`src/rtl/sonar_seq_pkg.sv`:
```
// Shared state encoding and default geometry for the sonar sample sequencer.
package sonar_seq_pkg;

  localparam int unsigned NUM_CH_DEF = 4;
  localparam int unsigned CH_W_DEF   = 2;
  localparam int unsigned DIV_W_DEF  = 8;
  localparam int unsigned CNT_W_DEF  = 16;

  typedef enum logic [2:0] {
    IDLE     = 3'd0,
    ARM      = 3'd1,
    RUN      = 3'd2,
    WAIT_ADC = 3'd3,
    FINISH   = 3'd4
  } seq_state_e;

endpackage

```
`src/rtl/sonar_sample_sequencer_if.sv`:
```
// Host/ADC-side bundle of the sonar sample sequencer.
// SONAR_SEQ_OVERRUN_EN adds the sticky overrun flag.
interface sonar_sample_sequencer_if
  import sonar_seq_pkg::*;
#(
  parameter int unsigned CH_W  = CH_W_DEF,
  parameter int unsigned DIV_W = DIV_W_DEF,
  parameter int unsigned CNT_W = CNT_W_DEF
);
  logic             start;
  logic             abort;
  logic [DIV_W-1:0] div_value;
  logic [CNT_W-1:0] num_samples;
  logic             adc_ready;
  logic             tff_enable;
  logic             tff_d;
  logic [CH_W-1:0]  ch_sel;
  logic             sample_stb;
  logic             busy;
  logic             done;
  logic [CNT_W-1:0] sample_cnt;
`ifdef SONAR_SEQ_OVERRUN_EN
  logic             overrun;

  modport master (output start, abort, div_value, num_samples, adc_ready,
                  input  tff_enable, tff_d, ch_sel, sample_stb, busy, done, sample_cnt, overrun);
  modport slave  (input  start, abort, div_value, num_samples, adc_ready,
                  output tff_enable, tff_d, ch_sel, sample_stb, busy, done, sample_cnt, overrun);
`else
  modport master (output start, abort, div_value, num_samples, adc_ready,
                  input  tff_enable, tff_d, ch_sel, sample_stb, busy, done, sample_cnt);
  modport slave  (input  start, abort, div_value, num_samples, adc_ready,
                  output tff_enable, tff_d, ch_sel, sample_stb, busy, done, sample_cnt);
`endif
endinterface

```
`src/rtl/sonar_tick_gen.sv`:
```
// Programmable divider: one registered tick every div_lat+1 cycles while run is high.
module sonar_tick_gen #(
  parameter int unsigned DIV_W = 8
) (
  input  logic             clk,
  input  logic             resetn,
  input  logic             run,
  input  logic [DIV_W-1:0] div_lat,
  output logic             tick
);

  logic [DIV_W-1:0] cnt;

  always_ff @(posedge clk or negedge resetn) begin
    if (!resetn) begin
      cnt  <= '0;
      tick <= 1'b0;
    end else if (!run) begin
      cnt  <= '0;
      tick <= 1'b0;
    end else if (cnt == div_lat) begin
      cnt  <= '0;
      tick <= 1'b1;
    end else begin
      cnt  <= cnt + DIV_W'(1);
      tick <= 1'b0;
    end
  end

endmodule

```
`src/rtl/sonar_sample_sequencer.sv`:
```
// Acquisition-frame sequencer: TFF toggle pulses plus round-robin ADC strobes.
// SONAR_SEQ_OVERRUN_EN enables the sticky overrun output.
module sonar_sample_sequencer
  import sonar_seq_pkg::*;
#(
  parameter int unsigned NUM_CH = NUM_CH_DEF,
  parameter int unsigned CH_W   = CH_W_DEF,
  parameter int unsigned DIV_W  = DIV_W_DEF,
  parameter int unsigned CNT_W  = CNT_W_DEF
) (
  input logic                      clk,
  input logic                      resetn,
  sonar_sample_sequencer_if.slave  bus
);

  seq_state_e       state, state_n;
  logic [DIV_W-1:0] div_lat, div_lat_n;
  logic [CNT_W-1:0] num_lat, num_lat_n, cnt_q, cnt_n;
  logic [CH_W-1:0]  ch_idx, ch_idx_n, ch_q, ch_q_n;
  logic             tff_q, tff_n, stb_q, stb_n, busy_q, done_q, done_n;
  logic             tick, run_c, issue_c;
  logic [CNT_W-1:0] cnt_inc_c;
  logic [CH_W-1:0]  ch_inc_c;
`ifdef SONAR_SEQ_OVERRUN_EN
  logic             ovr_q, ovr_n;
`endif

  assign run_c     = (state == RUN) || (state == WAIT_ADC);
  assign cnt_inc_c = cnt_q + CNT_W'(1);
  assign ch_inc_c  = (ch_idx == CH_W'(NUM_CH - 1)) ? '0 : ch_idx + CH_W'(1);

  sonar_tick_gen #(.DIV_W(DIV_W)) u_tick (
    .clk     (clk),
    .resetn  (resetn),
    .run     (run_c),
    .div_lat (div_lat),
    .tick    (tick)
  );

  // Next-state and next-output decode; abort pre-empts any same-cycle tick or strobe.
  always_comb begin
    state_n   = state;
    div_lat_n = div_lat;
    num_lat_n = num_lat;
    cnt_n     = cnt_q;
    ch_idx_n  = ch_idx;
    ch_q_n    = ch_q;
    tff_n     = 1'b0;
    stb_n     = 1'b0;
    done_n    = 1'b0;
    issue_c   = 1'b0;
`ifdef SONAR_SEQ_OVERRUN_EN
    ovr_n     = ovr_q;
`endif
    case (state)
      IDLE: begin
        if (bus.start) begin
          div_lat_n = bus.div_value;
          num_lat_n = bus.num_samples;
          cnt_n     = '0;
          ch_idx_n  = '0;
          ch_q_n    = '0;
`ifdef SONAR_SEQ_OVERRUN_EN
          ovr_n     = 1'b0;
`endif
          state_n   = ARM;
        end
      end
      ARM: begin
        if (bus.abort || (num_lat == '0)) state_n = FINISH;
        else                              state_n = RUN;
      end
      RUN: begin
        if (bus.abort) begin
          state_n = FINISH;
        end else if (tick) begin
          tff_n = 1'b1;
          if (bus.adc_ready) issue_c = 1'b1;
          else               state_n = WAIT_ADC;
        end
      end
      WAIT_ADC: begin
        if (bus.abort) begin
          state_n = FINISH;
        end else begin
          if (tick) begin
            tff_n = 1'b1;
`ifdef SONAR_SEQ_OVERRUN_EN
            ovr_n = 1'b1;
`endif
          end
          if (bus.adc_ready) issue_c = 1'b1;
        end
      end
      FINISH: begin
        state_n = IDLE;
        done_n  = 1'b1;
      end
      default: state_n = IDLE;
    endcase
    // ch_sel shows the channel being strobed; ch_idx already points at the next one.
    if (issue_c) begin
      stb_n    = 1'b1;
      cnt_n    = cnt_inc_c;
      ch_q_n   = ch_idx;
      ch_idx_n = ch_inc_c;
      state_n  = (cnt_inc_c == num_lat) ? FINISH : RUN;
    end
  end

  always_ff @(posedge clk or negedge resetn) begin
    if (!resetn) begin
      state   <= IDLE;
      div_lat <= '0;
      num_lat <= '0;
      cnt_q   <= '0;
      ch_idx  <= '0;
      ch_q    <= '0;
      tff_q   <= 1'b0;
      stb_q   <= 1'b0;
      busy_q  <= 1'b0;
      done_q  <= 1'b0;
`ifdef SONAR_SEQ_OVERRUN_EN
      ovr_q   <= 1'b0;
`endif
    end else begin
      state   <= state_n;
      div_lat <= div_lat_n;
      num_lat <= num_lat_n;
      cnt_q   <= cnt_n;
      ch_idx  <= ch_idx_n;
      ch_q    <= ch_q_n;
      tff_q   <= tff_n;
      stb_q   <= stb_n;
      busy_q  <= (state_n != IDLE);
      done_q  <= done_n;
`ifdef SONAR_SEQ_OVERRUN_EN
      ovr_q   <= ovr_n;
`endif
    end
  end

  assign bus.tff_enable = tff_q;
  assign bus.tff_d      = tff_q;
  assign bus.sample_stb = stb_q;
  assign bus.ch_sel     = ch_q;
  assign bus.sample_cnt = cnt_q;
  assign bus.busy       = busy_q;
  assign bus.done       = done_q;
`ifdef SONAR_SEQ_OVERRUN_EN
  assign bus.overrun    = ovr_q;
`endif

endmodule

```
`src/flat_wrapper.sv`:
```
// flat-port wrapper written by rule: the top's interface ports become plain ports
module sonar_sample_sequencer_flat import sonar_seq_pkg::*;
#(
  parameter int unsigned NUM_CH = NUM_CH_DEF,
  parameter int unsigned CH_W   = CH_W_DEF,
  parameter int unsigned DIV_W  = DIV_W_DEF,
  parameter int unsigned CNT_W  = CNT_W_DEF
)
  (clk, resetn, bus_start, bus_abort, bus_div_value, bus_num_samples, bus_adc_ready, bus_tff_enable, bus_tff_d, bus_ch_sel, bus_sample_stb, bus_busy, bus_done, bus_sample_cnt);
  sonar_sample_sequencer_if #(.CH_W(CH_W), .DIV_W(DIV_W), .CNT_W(CNT_W)) bus_i ();
  input logic clk;
  input logic resetn;
  input wire logic [$bits(bus_i.start)-1:0] bus_start;
  input wire logic [$bits(bus_i.abort)-1:0] bus_abort;
  input wire logic [$bits(bus_i.div_value)-1:0] bus_div_value;
  input wire logic [$bits(bus_i.num_samples)-1:0] bus_num_samples;
  input wire logic [$bits(bus_i.adc_ready)-1:0] bus_adc_ready;
  output wire logic [$bits(bus_i.tff_enable)-1:0] bus_tff_enable;
  output wire logic [$bits(bus_i.tff_d)-1:0] bus_tff_d;
  output wire logic [$bits(bus_i.ch_sel)-1:0] bus_ch_sel;
  output wire logic [$bits(bus_i.sample_stb)-1:0] bus_sample_stb;
  output wire logic [$bits(bus_i.busy)-1:0] bus_busy;
  output wire logic [$bits(bus_i.done)-1:0] bus_done;
  output wire logic [$bits(bus_i.sample_cnt)-1:0] bus_sample_cnt;
  assign bus_i.start = bus_start;
  assign bus_i.abort = bus_abort;
  assign bus_i.div_value = bus_div_value;
  assign bus_i.num_samples = bus_num_samples;
  assign bus_i.adc_ready = bus_adc_ready;
  assign bus_tff_enable = bus_i.tff_enable;
  assign bus_tff_d = bus_i.tff_d;
  assign bus_ch_sel = bus_i.ch_sel;
  assign bus_sample_stb = bus_i.sample_stb;
  assign bus_busy = bus_i.busy;
  assign bus_done = bus_i.done;
  assign bus_sample_cnt = bus_i.sample_cnt;
  sonar_sample_sequencer #(.NUM_CH(NUM_CH), .CH_W(CH_W), .DIV_W(DIV_W), .CNT_W(CNT_W)) u_core (.clk(clk), .resetn(resetn), .bus(bus_i));
endmodule
```
`config.mk`:
```
export PLATFORM = sky130hd
export DESIGN_NAME = sonar_sample_sequencer_flat
export DESIGN_NICKNAME = d
export VERILOG_FILES = /design/src/rtl/sonar_seq_pkg.sv /design/src/rtl/sonar_sample_sequencer_if.sv /design/src/rtl/sonar_tick_gen.sv /design/src/rtl/sonar_sample_sequencer.sv /design/src/flat_wrapper.sv
export SDC_FILE = /design/constraint.sdc
export NUM_CORES = 1
export LEC_CHECK = 0
export ABC_CLOCK_PERIOD_IN_PS = 6300
export CAP_MARGIN = 20
export CORE_UTILIZATION = 58
export DETAILED_ROUTE_END_ITERATION = 7
export GPL_ROUTABILITY_DRIVEN = 0
export MAX_ROUTING_LAYER = met4
export PLACE_DENSITY = 0.84
export SYNTH_ARGS = -nofsm -noshare
export SYNTH_HDL_FRONTEND = slang
export SYNTH_SLANG_ARGS = --single-unit
```
`constraint.sdc`:
```
create_clock -name clk -period 6.3 [get_ports clk]
set_input_delay 0.945 -clock clk [delete_from_list [all_inputs] [get_ports clk]]
set_output_delay 0.945 -clock clk [all_outputs]
set_load 0.01 [all_outputs]
```
==> results of run 1 <==
cells in the mapped netlist, drive strengths merged, types with 2 or more instances:
cell | n | area share [%]
o41ai | 3 | 0.79
and2 | 2 | 0.38
clkbuf | 10 | 1.2
o32ai | 2 | 0.53
nor2 | 28 | 3.4
xnor2 | 13 | 3.4
nand2 | 88 | 9.9
inv | 8 | 0.90
o21bai | 3 | 0.68
o21ai | 19 | 2.9
or2 | 2 | 0.38
o31a | 2 | 0.53
buf | 13 | 2.9
and4 | 3 | 0.83
xor2 | 22 | 5.8
o31ai | 6 | 1.4
nand3 | 19 | 3.2
dfrtp | 60 | 45
a31oi | 4 | 0.75
ha | 3 | 1.1
nor3 | 6 | 1.1
a22o | 2 | 0.53
nand4 | 8 | 2.0
nor4b | 2 | 1.2
nand2b | 2 | 0.38
nor4 | 13 | 3.3
and3 | 3 | 0.56
a21oi | 8 | 1.2
path summary, 6_finish.rpt:
kind	startpoint	endpoint	slack (ns)
setup / recovery	bus_abort	u_core.bus.sample_cnt[15]	3.13
hold / removal	u_core.div_lat[5]	u_core.div_lat[5]	0.50
setup reg to reg	u_core.bus.sample_cnt[0]	u_core.state[1]	3.51
hold reg to reg	u_core.div_lat[5]	u_core.div_lat[5]	0.50
max in group asynchronous	resetn	u_core.div_lat[7]	5.05
min in group asynchronous	resetn	u_core.bus.sample_cnt[0]	0.77
flip-flops by register name, indices dropped and copies added, names as in the netlist:
name / flops
u_core.num_lat: 16
u_core.state: 3
u_core.ch_idx: 2
u_core.div_lat: 8
u_core.u_tick.tick: 1
u_core.u_tick.cnt: 8
u_core.bus.busy: 1
u_core.bus.tff_d: 1
u_core.bus.sample_stb: 1
u_core.bus.sample_cnt: 16
u_core.bus.ch_sel: 2
u_core.bus.done: 1
cell families (layout without fill, tap and decap cells):
| group | after synthesis | count (layout) | synth area share, % |
|---|---|---|---|
| adders and majority gates | 3 | 3 | 1.13 |
| and+or+nand+nor | 182 | 182 | 28.0 |
| xor gates and xnor gates | 35 | 35 | 9.21 |
| AOI/OAI and AO/OA | 57 | 57 | 11.3 |
| buffers and inverters | 32 | 75 | 5.19 |
| DFF | 60 | 60 | 45.1 |
metal layers:
metal | vias to the layer above | wire (um) | GRT usage [%]
met5 | - | 0 | -
met4 | 0 | 139 | 10.0
met3 | 19 | 456 | 7.88
met2 | 106 | 3740 | 45.3
met1 | 1366 | 3270 | 36.0
li1 | 1360 | - | -
final cells by class:
class | count | area [um2]
Fill cell | 419 | 1510
Clock inverter | 2 | 37.5
Multi-Input combinational cell | 277 | 1660
Sequential cell | 60 | 1500
Clock buffer | 11 | 141
Tap cell | 72 | 90.1
Timing Repair Buffer | 53 | 520
Inverter | 9 | 38.8
worst max-delay path, delay by kind of cell:
| kind | cells | cell delay (ns) |
|---|---|---|
| buf+inv | 2 | 0.90 |
| compound gates | 2 | 0.31 |
| simple gates | 3 | 1.26 |
metrics by stage:
step           area [um2]  power [uW]  std cells  hold slack [ns]
4_1_cts              3990        1330        484            0.499
2_1_floorplan        3330         875        369            0.465
5_1_grt              3990        1420        484            0.546
3_5_place_dp         3810        1000        471            0.484
6_report             3990        1330        484            0.498
3_3_place_gp         3810         982        471            0.484
power by group:
part	internal [uW]	switching, uW
logic	181	228
clock network	187	138
registers	481	111
==> out/qor.csv, run 1 <==
metric,value,unit
status,"complete, no violations",
worst reg2reg path depth,7,
setup tns final,0,ns
number of gates resized after CTS,0,
"wirelength, routed",7.60,mm
Final #Nets,442,
Clock Tree Buf Depth,2,
RSZ-0062 raised after global routing,false,
Rel. slew slack,32.5,%
Tcrit/Tclk final,50.3,%
number of global-route vias before repair,2813,
critical path endpoint category,flip-flop,
layout cells sized above 1,6.31,%
Synth warnings,0,
CP startpoint kind,input pin,
Final Critical Period,3.17,ns
FMAX,0.316,GHz
PwrDens,332,mW/mm2
synthesized flop and latch total,60,
kind of critical path,in2reg,
CTS tree,yes,
die width,77.8,um
Iter 0 DRT Violations,164,
Peak VDD IR,0.179,mV
Worst Max-Slew Pin Slew,1.01,ns
"Seq/Total Area, Yosys",45.1,%
row cnt,27,
worst path required time,6.57,ns
Worst Slack Setup Final,3.13,ns
total number of vias,2851,
postcts setup bufs,0,
"Slowest-stage cell, CP",or2_1,
DR WL/cell,15.7,um
Via density,5.89,
Post-CTS Hold Fix Bufs,0,
first drt pass iteration count,5,
Congestion Overflow GR,0,
die footprint,0.00605,mm2
post-route DRC violation count,0,
Die Span Y,77.8,um
# IOs,52,
mean area per synthesized cell,9.02,um2
Place WS,2.81,ns
H-tree depth,3,
"most common cell after layout, fill and taps aside",nand2_1,
worst path cell trace,"clkdlybuf4s50_1, or3b_1, or2_1, clkinv_4, nor2_4, o21bai_1, a22o_1",
Setup Skew,0.00927,ns
Detailed Place HPWL,5.30,mm
most frequent cells in the layout,"nand2_1 (88), dfrtp_1 (60), clkdlybuf4s50_1 (50)",
CTS Buf Count,9,
async set or reset register ratio after synthesis,100,%
hold path depth,2,
"CTS clk-pin slew, worst paths",0.06,ns
min-delay worst type,reg2reg,
Clk Tree Root Cell,clkbuf_8,
ANT nets after route,0,
initial antenna violation count,0,
first-pass GRT wire length,13.0,mm
Layout area overhead,20.0,%
CTS sink cnt,60,
ant diodes,0,
max-slew violation count,0,
max_cap viols,0,
total core area,0.00551,mm2
final cell utilization of the core,72.5,%
CP max stage delay,0.70,ns
CP Max Fanout,24,
Worst-Skew Late Latency,0.34,ns
Buffers on Ports,51,
Final setup viols,0,
"Top FF cell, synth",dfrtp_1,
Pleak,0.00180,uW
Critical Path AT,3.44,ns
Netlist cell types,53,
Total GRT Usage,28.9,%
Post-synth EDFFs,0,
Initial Utilization,60.4,%
final hold vios,0,
largest net degree at the start of global routing,61,
Synth Net Count,401,
area of the mapped netlist,0.00333,mm2
Syn Inst Count,369,
Power figures use the tool's default switching activity.
==> run 2: changes to the inputs <==
Settings changed: ABC_CLOCK_PERIOD_IN_PS 6300 to 2800, CORE_UTILIZATION 58 to 49, PLACE_DENSITY 0.84 to 0.76.
Clock period 6.3 ns to 2.8 ns, I/O delays scaled along.
==> run 2 against run 1 <==
  * The run now ends with design-rule violations left
  * Count of clock-buffer cells in the layout unchanged
  * Register-to-register slack got worse by 3.1 ns
  * Core utilization down 9.0 points
  * Die area grew 18%
  * Final area up 2.7%
  * Clock skew is 0.0029 ns lower
  * Non-clock buffer count increased by 6
  * Critical endpoint is now u_core.state[1]
==> out/qor.csv, run 2 (same netlist as run 1, synthesis figures left out) <==
metric,value,unit
initial antenna violation count,0,
min-delay worst type,in2async,
Critical Path End,u_core.state[1],
Final setup viols,0,
internal power,2060,uW
CTS Buf Count,9,
kind of critical path,reg2reg,
"wirelength, routed",7.76,mm
Initial Utilization,51.5,%
failing checks,design-rule violations,
die footprint,0.00713,mm2
critical path endpoint category,flip-flop,
final non-filler cell total,498,
worst path required time,3.01,ns
RSZ-0062 raised after global routing,false,
Die Span Y,84.4,um
final cell utilization of the core,63.5,%
max-slew violation count,0,
Tcrit/Tclk final,86.0,%
PwrDens,776,mW/mm2
switching power,1130,uW
max_cap viols,0,
Pleak,0.00185,uW
Worst-Skew Late Latency,0.34,ns
Detailed Place HPWL,5.38,mm
# IOs,52,
CP startpoint kind,flip-flop,
combinational share of power,29.6,%
Via density,5.71,
Post-CTS Hold Fix Bufs,0,
worst reg2reg path depth,8,
Buffers on Ports,51,
"Slowest-stage cell, CP",dfrtp_1,
Setup Skew,0.00634,ns
total core area,0.00646,mm2
Top Metal Used,met4,
Final #Nets,448,
WL met1,3.45,mm
Total GRT Usage,24.6,%
Rel. slew slack,38.2,%
Met3 Wirelength,476,um
placed cell count,480,
status,"complete, but fails checks",
Net Sw Frac,35.4,%
Seq pwr share,42.0,%
setup tns final,0,ns
die width,84.4,um
CTS sink cnt,60,
worst r2r dst,u_core.state[1],
total number of vias,2844,
ant diodes,0,
reg2reg start,u_core.bus.sample_cnt[0],
FMAX,0.415,GHz
Critical Path AT,2.62,ns
worst path cell trace,"ha_1, nand4_1, buf_4, o31ai_1, a21oi_1, a2111oi_2, nand4_1, nor4b_4",
"CTS clk-pin slew, worst paths",0.07,ns
Final Critical Period,2.41,ns
met2 wire length,3.58,mm
Clock Tree Buf Depth,2,
clock share of power,28.5,%
largest net degree at the start of global routing,43,
CTS tree,yes,
worst hold margin,0.216,ns
number of gates resized after CTS,0,
most frequent cells in the layout,"nand2_1 (88), dfrtp_1 (60), clkdlybuf4s50_1 (50)",
R2R Setup Slk,0.39,ns
Peak VDD IR,0.435,mV
first-pass GRT wire length,13.2,mm
CP max stage delay,0.52,ns
"most common cell after layout, fill and taps aside",nand2_1,
final hold vios,0,
number of global-route vias before repair,2760,
first drt pass iteration count,7,
ANT nets after route,0,
Worst Max-Slew Pin Slew,0.927,ns
Clk Tree Root Cell,clkbuf_8,
"most used cell, CP",nand4_1,
Layout area overhead,23.2,%
CP Max Fanout,10,
H-tree depth,3,
DR WL/cell,15.6,um
layout cells sized above 1,8.55,%
Congestion Overflow GR,0,
post-route DRC violation count,6,
CP Launch Point,u_core.bus.sample_cnt[0],
row cnt,29,
Iter 0 DRT Violations,214,
-- run 2: area by class of cell --
cell class	instances	area (um2)
Clock buffer	11	151
Clock inverter	5	83.8
Fill cell	548	2360
Inverter	9	38.8
Multi-Input combinational cell	277	1660
Sequential cell	60	1500
Tap cell	77	96.3
Timing Repair Buffer	59	566
-- run 2: worst min-delay path by stage --
stage	to	slack, ns	cells past startpoint
finish	u_core.bus.sample_cnt[9]	0.22	1
global route	u_core.bus.tff_d	0.29	1
CTS	u_core.num_lat[15]	0.25	1
detailed placement	u_core.div_lat[0]	0.48	2
global placement	u_core.div_lat[5]	0.48	2
floorplan	u_core.bus.busy	0.12	0
-- run 2: repair_timing --
action | in CTS | in global routing
hold endpoints to repair | 0 | 0
setup endpoints to repair | 0 | 1
setup buffers | 0 | 2
-- run 2: through the flow --
stage / setup WS [ns] / power (uW) / area [um2]
2_1_floorplan: 0.710 / 1970 / 3330
3_3_place_gp: 0.376 / 2260 / 3850
3_5_place_dp: 0.188 / 2280 / 3850
4_1_cts: 0.148 / 3200 / 4090
5_1_grt: 0.203 / 3390 / 4100
6_report: 0.392 / 3180 / 4100
-- run 2: power groups by stage --
stage,Sequential (uW),Clock [uW],Combinational [uW]
CTS,1330,922,946
global route,1360,959,1070
global placement,1340,0,916
finish,1340,906,941
detailed placement,1350,0,934
floorplan,1260,0,709
-- run 2: critical path, delay by kind of cell, from the launching register on --
family | cells | cell delay [ns]
and+or+nand+nor | 3 | 0.46
adders and majority gates | 1 | 0.37
DFF | 1 | 0.52
buffers and inverters | 1 | 0.20
AOI/OAI and AO/OA | 3 | 0.72
-- run 2: metal layers --
layer | GRT usage (%) | vias to the layer above
li1 | - | 1372
met1 | 31.9 | 1322
met2 | 37.2 | 121
met3 | 4.03 | 29
met4 | 13.4 | 0
met5 | - | -
==> run 3: changes to the inputs <==
Settings changed: GPL_TIMING_DRIVEN from default to 0.
==> run 3 against run 2 <==
  * The run still ends with design-rule violations left
  * Final cell count up 3.4%
  * Count of clock-buffer cells in the layout down 2
  * Largest power group unchanged
  * Critical path type unchanged
  * Sequential cell count unchanged
==> out/qor.csv, run 3 (same netlist as run 1, synthesis figures left out) <==
metric,value,unit
status,"complete, but fails checks",
failing checks,design-rule violations,
CTS sink cnt,60,
total number of vias,2927,
"most used cell, CP",nand4_1,
FMAX,0.407,GHz
die width,84.4,um
number of gates resized after CTS,0,
Tcrit/Tclk final,87.8,%
ANT nets after route,0,
Net Sw Frac,37.0,%
# IOs,52,
DR WL/cell,15.2,um
Seq pwr share,42.5,%
internal power,1930,uW
first-pass GRT wire length,13.5,mm
Rel. slew slack,59.2,%
Final Critical Period,2.46,ns
clock share of power,25.6,%
Worst Max-Slew Pin Slew,0.613,ns
Initial Utilization,51.5,%
critical path endpoint category,flip-flop,
Filler cells,544,
Detailed Place HPWL,5.67,mm
CP Launch Point,u_core.bus.sample_cnt[1],
Critical Path AT,2.70,ns
R2R Setup Slk,0.34,ns
total core area,0.00646,mm2
reg2reg start,u_core.bus.sample_cnt[1],
combinational share of power,31.8,%
Peak VDD IR,0.516,mV
CP Max Fanout,10,
kind of critical path,reg2reg,
Clk Tree Root Cell,clkbuf_8,
most frequent cells in the layout,"nand2_1 (88), dfrtp_1 (60), clkdlybuf4s50_1 (50)",
postcts setup bufs,0,
Crit path depth,9,
number of global-route vias before repair,2815,
largest net degree at the start of global routing,36,
"Slowest-stage cell, CP",dfrtp_1,
initial antenna violation count,0,
Congestion Overflow GR,0,
CTS tree,yes,
max-slew violation count,0,
Clock Tree Buf Depth,2,
worst path cell trace,"ha_1, buf_2, nand4_1, buf_6, nor4_1, nor3_1, a2111oi_2, nand4_1, nor4b_4",
fin area,0.00416,mm2
CP max stage delay,0.49,ns
worst path required time,3.04,ns
layout cells sized above 1,10.0,%
Total GRT Usage,25.0,%
Worst path top cell family by delay,simple AND/OR/NAND/NOR gates,
switching power,1140,uW
RSZ-0062 raised after global routing,false,
Iter 0 DRT Violations,240,
Worst Path Buf+Inv,2,
Layout area overhead,24.9,%
first drt pass iteration count,7,
Die Span Y,84.4,um
Final #Nets,465,
Buffers on Ports,51,
Worst-Skew Late Latency,0.35,ns
ant diodes,0,
Pleak,0.00189,uW
Placed Area,0.00396,mm2
"most common cell after layout, fill and taps aside",nand2_1,
final hold vios,0,
min-delay worst type,in2async,
row cnt,29,
CTS Buf Count,9,
"CTS clk-pin slew, worst paths",0.08,ns
"wirelength, routed",7.85,mm
PwrDens,738,mW/mm2
Via density,5.68,
max_cap viols,0,
H-tree depth,3,
post-route DRC violation count,3,
CP startpoint kind,flip-flop,
worst reg2reg path depth,9,
Final setup viols,0,
final cell utilization of the core,64.4,%
die footprint,0.00713,mm2
Post-CTS Hold Fix Bufs,0,
Setup Skew,0.00981,ns
==> run 3: cell types whose count changed in the layout (fill, tap and decap cells not counted), moves of 2 or more <==
cell      previous run  this run
buf_2                1         8
buf_4                8         3
buf_6                0         4
clkbuf_1             0         9
clkbuf_8            11         9
==> run 3: power groups by stage <==
stage	Combinational (uW)	Clock (uW)	Sequential, uW
after global placement	933	0	1310
final	977	786	1300
after global routing	1110	839	1330
after CTS	982	799	1300
after floorplan	709	0	1260
after detailed placement	968	0	1310
==> run 3: per-stage QoR <==
step	hold WS [ns]	std cells	TNS, ns	worst slack, ns	total power, uW
6_report	0.0670	515	0	0.341	3070
5_1_grt	0.109	515	0	0.178	3280
4_1_cts	0.0749	515	0	0.353	3080
3_5_place_dp	0.462	499	0	0.239	2280
3_3_place_gp	0.486	497	-35.02	-0.587	2240
2_1_floorplan	0.124	369	0	0.710	1970
==> run 3: final timing paths <==
check | end
setup / recovery | u_core.state[1]
hold / removal | u_core.bus.sample_cnt[10]
setup reg to reg | u_core.state[1]
hold reg to reg | u_core.bus.ch_sel[0]
max in group asynchronous | u_core.div_lat[5]
min in group clk | u_core.bus.ch_sel[0]
==> run 3: cell type report <==
class                           instances  area [um2]  area share (%)
Multi-Input combinational cell        277        1650            39.8
Sequential cell                        60        1500            36.1
Timing Repair Buffer                   53         533            12.8
Buffer                                 23         134            3.22
Clock buffer                            9         124            2.98
Tap cell                               77        96.3            2.32
Clock inverter                          7        75.1            1.81
Inverter                                9        38.8           0.933
==> run 3: worst register-to-register path, cell delays in order (launching register included) <==
cell	delay, ns
dfrtp_1	0.49
ha_1	0.19
buf_2	0.19
nand4_1	0.18
buf_6	0.20
nor4_1	0.29
nor3_1	0.10
a2111oi_2	0.33
nand4_1	0.21
nor4b_4	0.17
==> run 3: per-layer routing <==
metal | wire length, um | track usage, %
met5 | 0 | -
met4 | 195 | 11.1
met3 | 461 | 4.82
met2 | 3690 | 38.3
met1 | 3500 | 32.5
==> edit 1 (config.mk and constraints of run 2) <==
Set the package constant `CNT_W_DEF` to 18 (it was 16).
--- a/src/rtl/sonar_seq_pkg.sv
+++ b/src/rtl/sonar_seq_pkg.sv
@@ -4,7 +4,7 @@
   localparam int unsigned NUM_CH_DEF = 4;
   localparam int unsigned CH_W_DEF   = 2;
   localparam int unsigned DIV_W_DEF  = 8;
-  localparam int unsigned CNT_W_DEF  = 16;
+  localparam int unsigned CNT_W_DEF  = 18;
 
   typedef enum logic [2:0] {
     IDLE     = 3'd0,
Interface: changed (resized bus_num_samples and bus_sample_cnt); port bits go from 52 to 56. The function was not compared with the original's and may differ.
==> edit 1 against run 2 <==
- die area grew 3.6%
- total power rose by 4.0%
- largest cell class unchanged
- routed wire length grew 6.5%
- via count up 6.2%
- sequential cell count up 4
- synthesized cell count is 7.6% higher
- worst hold slack lost 0.12 ns
- fmax fell by 3.6%
- highest routed layer unchanged
- design area increased by 5.6%
- worst setup slack worse by 0.089 ns
- area after synthesis is 3.7% higher
- clock skew rose by 0.0042 ns
==> edit 1: results (changes against run 2) <==
Cells on worst reg2reg path: 7 (was 8)
Multi-input logic cell count: 309 (was 277)
H-tree lvl count: 3 (unchanged)
Clock-cell share of area: 0.0529 (was 0.0574)
Ys async rst share: 1.00 (unchanged)
Period utilization: 0.892 (was 0.860)
Number of nets in the layout: 484 (was 448)
P&R area growth vs syn: 25.4% (was 23.2%)
Crit-path max FO: 10 (unchanged)
Ranking of synthesized cells by area: dfrtp_1 (46%), nand2_1 (11%), xnor2_1 (5.3%) (was dfrtp_1 (45%), nand2_1 (9.9%), xor2_1 (5.8%))
YS warnings: 0 (unchanged)
Placed Area: 4100 µm² (was 3850 µm²)
Adder-Cell Fraction of Synth Area: 0.0109 (was 0.0113)
Worst VDD drop: 420 µV (was 435 µV)
Fill cell count: 579 (was 548)
Largest net degree at the start of global routing: 38 (was 43)
CP arrival: 2.74 ns (was 2.62 ns)
PortBufs: 55 (was 51)
Post-DP HPWL: 5690 µm (was 5380 µm)
Starting DRT DRC Count: 199 (was 214)
Vias: 3021 (was 2844)
Syn Area/Cell: 8.70 µm² (was 9.02 µm²)
Clock buffer count: 10 (was 11)
Share of post-route cells with drive strength above 1: 0.0835 (was 0.0855)
Nonclk buf count: 63 (was 59)
Wire per inst: 15.0 µm (was 15.6 µm)
Hold_ws: 0.0925 ns (was 0.216 ns)
Library cells used by synthesis: 48 (was 53)
Leakage: 1.92 nW (was 1.85 nW)
Kind of critical path: reg2reg (unchanged)
Top_reg_cell synth: dfrtp_1 (unchanged)
Reg area: 1600 µm² (was 1500 µm²)
Compound-Gate Fraction of Synth Area: 0.104 (was 0.113)
Multi-input gate area: 1750 µm² (was 1660 µm²)
GRT Total Usage: 0.253 (was 0.246)
Slew HR: 0.321 (was 0.382)
R2r setup slk: 0.30 ns (was 0.39 ns)
Worst setup endpoint: u_core.state[2]$_DFF_PN0_ (was u_core.state[1]$_DFF_PN0_)
Clock Skew: 0.0105 ns (was 0.00634 ns)
Mapped Nets: 431 (was 401)
Root buffer cell: clkbuf_8 (unchanged)
First-pass GRT wire length: 14000 µm (was 13200 µm)
Drt first pass iters: 4 (was 7)
Non-clk buf share: 0.143 (was 0.138)
Number of global-route vias before repair: 2895 (was 2760)
Final wirelength: 8260 µm (was 7760 µm)
Sinks on Clock Net: 64 (was 60)
DP Cell Count: 535 (was 480)
Num tapcells: 96 (was 77)
Most frequent cells after synthesis: nand2_1 (104), dfrtp_1 (64), nor2_1 (33), o21ai_0 (33), xnor2_1 (21) (was nand2_1 (88), dfrtp_1 (60), nor2_1 (27))
Hold Path Class: in2async (unchanged)
Post-synthesis mux area share: 0 (unchanged)
Pre-CTS worst setup slack: 0.201 ns (was 0.188 ns)
Seq/Total Area, Yosys: 0.464 (was 0.451)
Crit Reg-Reg Startpoint: u_core.bus.sample_cnt[0]$_DFFE_PN0P_ (unchanged)
Status: complete, no violations (was complete, but fails checks)
Non-clock inverters: 3 (was 9)
Post-Synth XOR/XNOR Area: 0.104 (was 0.0921)
-- edit 1: what timing repair did --
item | 4_1_cts | 5_1_grt
gates resized for setup | 0 | 1
endpoints found under the setup margin | 0 | 2
hold endpoints to repair | 0 | 0
-- edit 1: worst max-delay path, stage by stage, from the launching register on --
cell and delay, ns:
dfrtp_1 0.50, ha_1 0.38, nand3_2 0.25, or3_2 0.52
a221oi_1 0.30, nor2_1 0.08, o211a_1 0.18, a21bo_1 0.19
-- edit 1: where the power goes --
part           switching, mW  internal, mW
Combinational          0.545         0.434
Clock                  0.390         0.528
Sequential             0.262          1.15
-- edit 1: routing by layer --
| layer | wire length, µm | up-vias | track usage |
|---|---|---|---|
| met3 | 368 | 16 | 0.0375 |
| met4 | 187 | 0 | 0.120 |
| met1 | 3820 | 1447 | 0.338 |
| met2 | 3890 | 95 | 0.381 |
| met5 | 0 | - | - |
| li1 | - | 1463 | - |
==> edit 2 (flow settings as in run 2) <==
Without the edit above. Reset style: synchronous (`resetn`), changed in 2 clocked blocks.
--- a/src/rtl/sonar_tick_gen.sv
+++ b/src/rtl/sonar_tick_gen.sv
@@ -11,7 +11,7 @@
 
   logic [DIV_W-1:0] cnt;
 
-  always_ff @(posedge clk or negedge resetn) begin
+  always_ff @(posedge clk) begin
     if (!resetn) begin
       cnt  <= '0;
       tick <= 1'b0;
--- a/src/rtl/sonar_sample_sequencer.sv
+++ b/src/rtl/sonar_sample_sequencer.sv
@@ -108,7 +108,7 @@
     end
   end
 
-  always_ff @(posedge clk or negedge resetn) begin
+  always_ff @(posedge clk) begin
     if (!resetn) begin
       state   <= IDLE;
       div_lat <= '0;
Function: differs if resetn is asserted again (counterexample within 4 cycles, from zero or initial values and one cycle with resetn low); with resetn held inactive, the same outputs for 10 cycles.
==> edit 2 against run 2 <==
- first-iteration DRC count decreased by 7.0%
- sequential cell count unchanged
- design area decreased by 9.5%
- worst hold slack improved by 0.25 ns
- worst setup slack improved by 0.11 ns
- highest routed layer unchanged
- critical endpoint is now u_core.state[1]$_SDFF_PN0_
- area after synthesis decreased by 12%
- via count decreased by 3.7%
- routed wire length decreased by 6.6%
Power is not compared: it rests on default switching activity, and its combinational part moved more than twofold at a synthesized area within 25%.
==> edit 2: results (changes against run 2) <==
Status: complete, no violations (was complete, but fails checks)
First-pass GRT wire length: 11600 µm (was 13200 µm)
Period utilization: 0.820 (was 0.860)
Ys async rst share: 0 (was 1.00)
Adder-Cell Fraction of Synth Area: 0.0129 (was 0.0113)
Compound-Gate Fraction of Synth Area: 0.142 (was 0.113)
Number of global-route vias before repair: 2476 (was 2760)
Slew HR: 0.507 (was 0.382)
Library cells used by synthesis: 41 (was 53)
CP arrival: 2.55 ns (was 2.62 ns)
Most frequent cells after synthesis: nand2_1 (65), dfxtp_1 (60), a21oi_1 (49) (was nand2_1 (88), dfrtp_1 (60), nor2_1 (27))
Pre-CTS worst setup slack: 0.234 ns (was 0.188 ns)
Placed Area: 3500 µm² (was 3850 µm²)
Post-DP HPWL: 5100 µm (was 5380 µm)
Hold_ws: 0.468 ns (was 0.216 ns)
Crit-path slowest cell: dfxtp_1 (was dfrtp_1)
Cells on worst reg2reg path: 7 (was 8)
Ranking of synthesized cells by area: dfxtp_1 (41%), a21oi_1 (8.4%), nand2_1 (8.4%) (was dfrtp_1 (45%), nand2_1 (9.9%), xor2_1 (5.8%))
Mapped Nets: 399 (was 401)
Seq/Total Area, Yosys: 0.412 (was 0.451)
Largest net degree at the start of global routing: 29 (was 43)
Crit Reg-Reg Startpoint: u_core.bus.sample_cnt[1]$_SDFFE_PN0P_ (was u_core.bus.sample_cnt[0]$_DFFE_PN0P_)
GRT Total Usage: 0.253 (was 0.246)
Hold Path Class: reg2reg (was in2async)
R2r setup slk: 0.50 ns (was 0.39 ns)
Share of post-route cells with drive strength above 1: 0.0709 (was 0.0855)
CP Launch Point: u_core.bus.sample_cnt[1]$_SDFFE_PN0P_ (was u_core.bus.sample_cnt[0]$_DFFE_PN0P_)
edit 2: cell families (layout without fill, tap and decap cells):
group,Yosys count,in the layout
flops,60,60
compound gates,74,74
fa+ha+maj,3,3
simple gates,168,168
xor+xnor,40,40
buf+inv,22,78
edit 2: final cells by class:
| cell class | instances | area, µm² | area share |
|---|---|---|---|
| timing repair buffer | 60 | 578 | 0.156 |
| clock inverter | 3 | 43.8 | 0.0118 |
| tap | 72 | 90.1 | 0.0243 |
| clock buffer | 13 | 169 | 0.0455 |
| sequential | 60 | 1200 | 0.324 |
| inverter | 2 | 7.51 | 0.00202 |
| multi-input combinational | 285 | 1620 | 0.437 |
edit 2: per-layer routing:
layer  global-route usage  wire (µm)  vias to the layer above
li1                     -          -                     1378
met1                0.326       3400                     1256
met4                0.136        137                        0
met5                    -          0                        -
met3               0.0517        387                       12
met2                0.372       3320                       94
edit 2: worst max-delay path, delay by kind of cell, from the launching register on:
family                     cells  cell delay [ns]
xor gates and xnor gates       1             0.12
DFF                            1             0.42
AOI/OAI and AO/OA              3             0.80
and+or+nand+nor                2             0.60
adders and majority gates      1             0.28
edit 2: power by group:
part / internal [mW] / switching [mW]
combinational: 0.0976 / 0.112
clock: 0.484 / 0.345
sequential: 0.883 / 0.0274
edit 2: metrics by stage:
stage,total power [mW],utilization,std cells
5_1_grt,2.02,0.662,495
4_1_cts,1.95,0.662,495
6_report,1.95,0.662,495
3_5_place_dp,1.14,0.624,479
2_1_floorplan,1.05,-,367
3_3_place_gp,1.13,0.624,479
